===== src/rtl/alu_pkg.sv =====
// Shared definitions for the ALU command front end: opcodes, FSM states, widths.
// Latency: n/a (package only).
// Backpressure: n/a (package only).
package alu_pkg;

  localparam int ALU_W  = 4;
  localparam int OP_W   = 3;
  localparam int CMD_W  = OP_W + 2 * ALU_W;  // {op, a, b}

  localparam logic [OP_W-1:0] ALU_ADD = 3'b000;
  localparam logic [OP_W-1:0] ALU_SUB = 3'b001;
  localparam logic [OP_W-1:0] ALU_NOT = 3'b010;
  localparam logic [OP_W-1:0] ALU_AND = 3'b011;
  localparam logic [OP_W-1:0] ALU_OR  = 3'b100;
  localparam logic [OP_W-1:0] ALU_XOR = 3'b101;
  localparam logic [OP_W-1:0] ALU_LT  = 3'b110;
  localparam logic [OP_W-1:0] ALU_EQ  = 3'b111;

  typedef enum logic [1:0] {
    ST_IDLE  = 2'd0,
    ST_ISSUE = 2'd1,
    ST_RESP  = 2'd2
  } issue_state_e;

  // Only add and subtract produce meaningful carry/overflow; every other
  // opcode reports them as zero regardless of what the ALU drives.
  function automatic logic has_arith_flags(input logic [OP_W-1:0] op);
    return (op == ALU_ADD) || (op == ALU_SUB);
  endfunction

endpackage


===== src/rtl/cmd_fifo.sv =====
// Synchronous command FIFO; head is the oldest entry, shown combinationally from storage.
// Latency: a push is visible at head/count the cycle after the push edge.
// Backpressure: push is ignored when full and pop when empty; the caller gates on full/empty.
// Ports: clk, rst_n; push/push_dat write side; pop/head read side; count, full, empty status.
module cmd_fifo #(
  parameter int DEPTH = 4,
  parameter int W     = 11,
  parameter int CW    = $clog2(DEPTH + 1)
) (
  input  logic          clk,
  input  logic          rst_n,
  input  logic          push,
  input  logic [W-1:0]  push_dat,
  input  logic          pop,
  output logic [W-1:0]  head,
  output logic [CW-1:0] count,
  output logic          full,
  output logic          empty
);

  localparam int AW = $clog2(DEPTH);

  logic [W-1:0]  mem_q [DEPTH];
  logic [AW-1:0] wr_ptr_q;
  logic [AW-1:0] rd_ptr_q;
  logic [CW-1:0] count_q;
  logic          push_en;
  logic          pop_en;

  assign full    = (count_q == CW'(DEPTH));
  assign empty   = (count_q == '0);
  assign push_en = push && !full;
  assign pop_en  = pop && !empty;
  assign head    = mem_q[rd_ptr_q];
  assign count   = count_q;

  // Storage needs no reset: an entry is only read after it has been written.
  always_ff @(posedge clk) begin
    if (push_en) begin
      mem_q[wr_ptr_q] <= push_dat;
    end
  end

  // DEPTH is a power of two, so pointers wrap naturally.
  always_ff @(posedge clk or negedge rst_n) begin
    if (!rst_n) begin
      wr_ptr_q <= '0;
      rd_ptr_q <= '0;
      count_q  <= '0;
    end else begin
      if (push_en) wr_ptr_q <= wr_ptr_q + AW'(1);
      if (pop_en)  rd_ptr_q <= rd_ptr_q + AW'(1);
      case ({push_en, pop_en})
        2'b10:   count_q <= count_q + CW'(1);
        2'b01:   count_q <= count_q - CW'(1);
        default: count_q <= count_q;
      endcase
    end
  end

endmodule


===== src/rtl/alu_issue.sv =====
// Command front end for the 4-bit combinational ALU: queues commands, issues one at a time, returns result+flags.
// Latency: command accepted at edge T into an idle block -> alu_* after T+1 -> rsp_valid after T+2; 2 cycles/response.
// Backpressure: cmd_ready drops when the queue is full; a stalled response holds all rsp_* until rsp_ready.
// Ports: cmd_valid/cmd_ready/cmd_a/cmd_b/cmd_op in; alu_a/alu_b/alu_sel out, alu_res/alu_c/alu_of in;
//        rsp_valid/rsp_ready/rsp_res/rsp_op/rsp_c/rsp_z/rsp_of out; count = queue occupancy.
module alu_issue
  import alu_pkg::*;
#(
  parameter int DEPTH = 4,
  parameter int CW    = $clog2(DEPTH + 1)
) (
  input  logic             clk,
  input  logic             rst_n,
  input  logic             cmd_valid,
  output logic             cmd_ready,
  input  logic [ALU_W-1:0] cmd_a,
  input  logic [ALU_W-1:0] cmd_b,
  input  logic [OP_W-1:0]  cmd_op,
  output logic [ALU_W-1:0] alu_a,
  output logic [ALU_W-1:0] alu_b,
  output logic [OP_W-1:0]  alu_sel,
  input  logic [ALU_W-1:0] alu_res,
  input  logic             alu_c,
  input  logic             alu_of,
  output logic             rsp_valid,
  input  logic             rsp_ready,
  output logic [ALU_W-1:0] rsp_res,
  output logic [OP_W-1:0]  rsp_op,
  output logic             rsp_c,
  output logic             rsp_z,
  output logic             rsp_of,
  output logic [CW-1:0]    count
);

  issue_state_e     state_q;
  logic [ALU_W-1:0] alu_a_q;
  logic [ALU_W-1:0] alu_b_q;
  logic [OP_W-1:0]  alu_sel_q;
  logic             rsp_valid_q;
  logic [ALU_W-1:0] rsp_res_q;
  logic [OP_W-1:0]  rsp_op_q;
  logic             rsp_c_q;
  logic             rsp_z_q;
  logic             rsp_of_q;

  logic [CMD_W-1:0] push_dat;
  logic [CMD_W-1:0] head;
  logic             fifo_full;
  logic             fifo_empty;
  logic             fifo_push;
  logic             fifo_pop;
  logic [OP_W-1:0]  head_op;
  logic [ALU_W-1:0] head_a;
  logic [ALU_W-1:0] head_b;

  // Ready depends only on registered occupancy, so a same-cycle pop never
  // opens a slot until the following cycle.
  assign cmd_ready = !fifo_full;
  assign fifo_push = cmd_valid && cmd_ready;
  assign push_dat  = {cmd_op, cmd_a, cmd_b};
  // The entry stays in the queue while it is on the ALU and leaves as its
  // result is captured.
  assign fifo_pop  = (state_q == ST_ISSUE);
  assign {head_op, head_a, head_b} = head;

  cmd_fifo #(
    .DEPTH (DEPTH),
    .W     (CMD_W),
    .CW    (CW)
  ) u_cmd_fifo (
    .clk      (clk),
    .rst_n    (rst_n),
    .push     (fifo_push),
    .push_dat (push_dat),
    .pop      (fifo_pop),
    .head     (head),
    .count    (count),
    .full     (fifo_full),
    .empty    (fifo_empty)
  );

  always_ff @(posedge clk or negedge rst_n) begin
    if (!rst_n) begin
      state_q     <= ST_IDLE;
      alu_a_q     <= '0;
      alu_b_q     <= '0;
      alu_sel_q   <= '0;
      rsp_valid_q <= 1'b0;
      rsp_res_q   <= '0;
      rsp_op_q    <= '0;
      rsp_c_q     <= 1'b0;
      rsp_z_q     <= 1'b0;
      rsp_of_q    <= 1'b0;
    end else begin
      case (state_q)
        ST_IDLE: begin
          if (!fifo_empty) begin
            alu_a_q   <= head_a;
            alu_b_q   <= head_b;
            alu_sel_q <= head_op;
            state_q   <= ST_ISSUE;
          end
        end
        ST_ISSUE: begin
          // Operands have been stable on the ALU for a full cycle here.
          rsp_res_q   <= alu_res;
          rsp_op_q    <= alu_sel_q;
          rsp_z_q     <= (alu_res == '0);
          rsp_c_q     <= has_arith_flags(alu_sel_q) ? alu_c  : 1'b0;
          rsp_of_q    <= has_arith_flags(alu_sel_q) ? alu_of : 1'b0;
          rsp_valid_q <= 1'b1;
          state_q     <= ST_RESP;
        end
        ST_RESP: begin
          if (rsp_valid_q && rsp_ready) begin
            rsp_valid_q <= 1'b0;
            // Occupancy here already reflects the pop taken in ISSUE.
            if (!fifo_empty) begin
              alu_a_q   <= head_a;
              alu_b_q   <= head_b;
              alu_sel_q <= head_op;
              state_q   <= ST_ISSUE;
            end else begin
              state_q   <= ST_IDLE;
            end
          end
        end
        default: state_q <= ST_IDLE;
      endcase
    end
  end

  assign alu_a     = alu_a_q;
  assign alu_b     = alu_b_q;
  assign alu_sel   = alu_sel_q;
  assign rsp_valid = rsp_valid_q;
  assign rsp_res   = rsp_res_q;
  assign rsp_op    = rsp_op_q;
  assign rsp_c     = rsp_c_q;
  assign rsp_z     = rsp_z_q;
  assign rsp_of    = rsp_of_q;

endmodule


===== config.mk =====
export PLATFORM = sky130hd
export DESIGN_NAME = alu_issue
export DESIGN_NICKNAME = d
export VERILOG_FILES = /design/src/rtl/alu_pkg.sv /design/src/rtl/cmd_fifo.sv /design/src/rtl/alu_issue.sv
export SDC_FILE = /design/constraint.sdc
export NUM_CORES = 1
export LEC_CHECK = 0
export BUFFER_PORTS_ARGS = -buffer_cell sky130_fd_sc_hd__buf_2
export CAP_MARGIN = 20
export CORE_UTILIZATION = 58
export CTS_BUF_LIST = sky130_fd_sc_hd__clkbuf_2
export DETAILED_ROUTE_END_ITERATION = 10
export GPL_ROUTABILITY_DRIVEN = 0
export MAX_ROUTING_LAYER = met4
export PLACE_DENSITY_LB_ADDON = 0.2
export SYNTH_ARGS = -nofsm -noshare
export SYNTH_HDL_FRONTEND = slang
export SYNTH_SLANG_ARGS = --single-unit

===== constraint.sdc =====
create_clock -name clk -period 2.8 [get_ports clk]
set_input_delay 0.56 -clock clk [delete_from_list [all_inputs] [get_ports clk]]
set_output_delay 0.56 -clock clk [all_outputs]
set_load 0.01 [all_outputs]

==> metrics.txt <==
outcome finished, final reports clean; IO Count 47; final critical-path required period 2230 ps; top cells by area, synth edfxtp_1 (45%), dfrtp_1 (26%), mux4_2 (6.1%), mux2_4 (4.6%), mux2_2 (3.8%); DR vias/cell ~5.3; most common library cells after synthesis edfxtp_1 (44), dfrtp_1 (31), mux2_2 (10); Clk pwr share between 10% and 20%; Total Nets Final around 240; final wirelength 4630 µm; Synth top area share about 45%; Tcrit/Tclk final 79.7%; vias in the first global route 1488; Core Footprint 0.00482 mm²; pre-CTS setup slack just under 600 ps; CTS Buf Count 9; Synth Instances 154; worst skew pair latency 490 ps; CP startpoint kind flip-flop; Max Slew Vio Count 0; clock sinks 75; share of power burned in registers around half; Starting Density between 60% and 70%; CP max FO 6; CP required ~3200 ps; Reg clk slew, reported paths around 190 ps; Die ar. 0.00540 mm²; clk buf depth 2; Avg Synthesized Cell Area a little under 20 µm²; CP max-delay cell dfrtp_1; Fillers approximately 350; CTS tree done; Die X 73.5 µm; initial antenna violation count 0; Min-Delay Path Class primary input to async pin; Vias ~1500; Final ANT Viol Nets 0; Detailed Routing Iterations Pass 1 4; # DRC 0; Arr. time, crit path around 2700 ps; All-Layer GR Usage between 20 and 25%; Combinational Power Share 36.0%; Mapped Area between 0.002 and 0.003 mm²; Port Buffers 46; DIE HEIGHT ~73 µm; CP max stage delay between 400 and 500 ps; diode count 0; reg-to-reg setup timing slack approximately 570 ps; Seq/Total Area, Yosys 70.7%; H-tree depth 3; crit-path cells or3b_4 > and2_4 > inv_1 > ha_1 > inv_1 > fa_1 > xor2_1 > nor2_1 > xor2_1; final hold vios 0; predominant post-synthesis flop cell edfxtp_1; DP Wirelength a little over 3000 µm; layout cells sized above 1 44.1%; cell row count 25; Root Driver clkbuf_2; syn_nets 181; crit path buf inv count 2; FF+latch count, synth 75; Highest Clock Rate 448 MHz; hold buffer count at CTS 0; Area Growth Syn to Fin 13.4%; Setup Skew 23.2 ps; cell area power density about 1100 mW/mm²; setup bufs post-CTS 0; Synth async-reset ratio around 41%; wire per inst between 15 and 20 µm; number of synthesized flops with an enable pin 44; leading cell type by number of instances after synthesis edfxtp_1; first-pass GRT wire length a little over 7000 µm; Resized cells post-CTS 0; Peak VDD IR between 0.5 and 0.6 mV; Internal Power 2510 µW; Netlist cell types 29; switch share between 30% and 40%; P_leak between 0.001 and 0.0015 µW; RSZ-0062 raised after global routing no; setup violators final 0; Setup CP Type flip-flop to flip-flop; Sw Pwr ~1200 µW; Slew @ Worst Pin ~720 ps; synth warn 0; max cap viols 0; slew margin rel. between 50% and 60%; Worst path top cell family by delay simple AND/OR/NAND/NOR gates; GR Overflow Total 0; Fin Setup TNS 0 ps; Critical Path Sink Type flip-flop; First DRT Iteration DRCs 76; slack of the critical path 570 ps; largest net degree at the start of global routing 32; cell taking the most area after synthesis edfxtp_1
==> final cells by class <==
| cell class | count | area (µm²) | area share, % |
|---|---|---|---|
| clock buffers | 13 | 65.1 | 1.94 |
| flip-flops and latches | 75 | 2100 | 62.4 |
| multi-input cells | 67 | 806 | 24.0 |
| clock inverters | 3 | 38.8 | 1.15 |
| repair buffers | 48 | 245 | 7.29 |
| inverters | 7 | 26.3 | 0.782 |
| well taps | 67 | 83.8 | 2.49 |
==> power by group through the flow <==
stage                     clock, µW  combinational, µW  sequential [µW]
after floorplan                   0                964             1820
after global placement            0               1300             1810
after detailed placement          0               1350             1840
after global routing            608               1450             1850
final                           553               1330             1810
after CTS                       572               1350             1820
==> path summary, 6_finish.rpt <==
check	from	endpoint	depth (start not counted)
worst max-delay path	u_cmd_fifo.count[0]$_DFFE_PN0P_	u_cmd_fifo.count[2]$_DFFE_PN0P_	9
worst min-delay path	rst_n	rsp_op[0]$_DFFE_PN0P_	1
worst max register to register	u_cmd_fifo.count[0]$_DFFE_PN0P_	u_cmd_fifo.count[2]$_DFFE_PN0P_	9
worst min register to register	rsp_z$_DFFE_PN0P_	rsp_z$_DFFE_PN0P_	2
max in group asynchronous	rst_n	alu_a[1]$_DFFE_PN0P_	1
min in group clk	cmd_op[0]	u_cmd_fifo.mem_q[1][8]$_DFFE_PP_	1
==> per-layer routing <==
metal	up-vias	track usage [%]	wire, µm
li1	686	-	-
met1	735	23.5	1950
met2	48	32.9	2350
met3	9	4.80	217
met4	0	12.0	102
met5	-	-	0
==> worst reg2reg max path, stage by stage, from the launching register on <==
cell and delay, ps:
dfrtp_1 480, or3b_4 450, and2_4 190, inv_1 50, ha_1 170, inv_1 60
fa_1 370, xor2_1 150, nor2_1 110, xor2_1 150
==> flip-flops by register name, indices dropped and copies added (netlist names) <==
register and cells:
u_cmd_fifo.mem_q 44, u_cmd_fifo.wr_ptr_q 2, rsp_of 1, alu_sel 3, u_cmd_fifo.count 3, u_cmd_fifo.rd_ptr_q 2, rsp_c 1, alu_a 4
rsp_valid 1, rsp_op 3, rsp_res 4, rsp_z 1, state_q 2, alu_b 4
==> cells in the final DEF, fill, tap and decap left out, types with 4 or more instances in the layout <==
cell type,count
mux2_2,10
dfrtp_1,31
mux2_4,9
ha_1,5
edfxtp_1,44
inv_1,7
clkbuf_2,13
nand2_1,4
mux4_2,8
buf_2,46
and3_1,4
xor2_1,4
==> through the flow <==
stage / utilization (%) / power, µW / std cells / hold slack, ps / instance area (µm²)
after CTS: 69.8 / 3740 / 280 / 60.9 / 3360
after detailed placement: 67.6 / 3190 / 264 / 472 / 3260
after global placement: 67.6 / 3110 / 264 / 461 / 3260
after global routing: 69.8 / 3920 / 280 / 89.8 / 3360
after floorplan: - / 2780 / 154 / 264 / 2960
final: 69.8 / 3690 / 280 / 75.5 / 3360
==> cell families after synthesis <==
logic type / synth area share (%)
AOI/OAI and AO/OA: 1.69
xor gates and xnor gates: 1.77
adders and majority gates: 2.79
buffers and inverters: 2.07
DFF: 70.7
muxes: 17.4
and+or+nand+nor: 3.50
(Power assumes the default switching activity.)
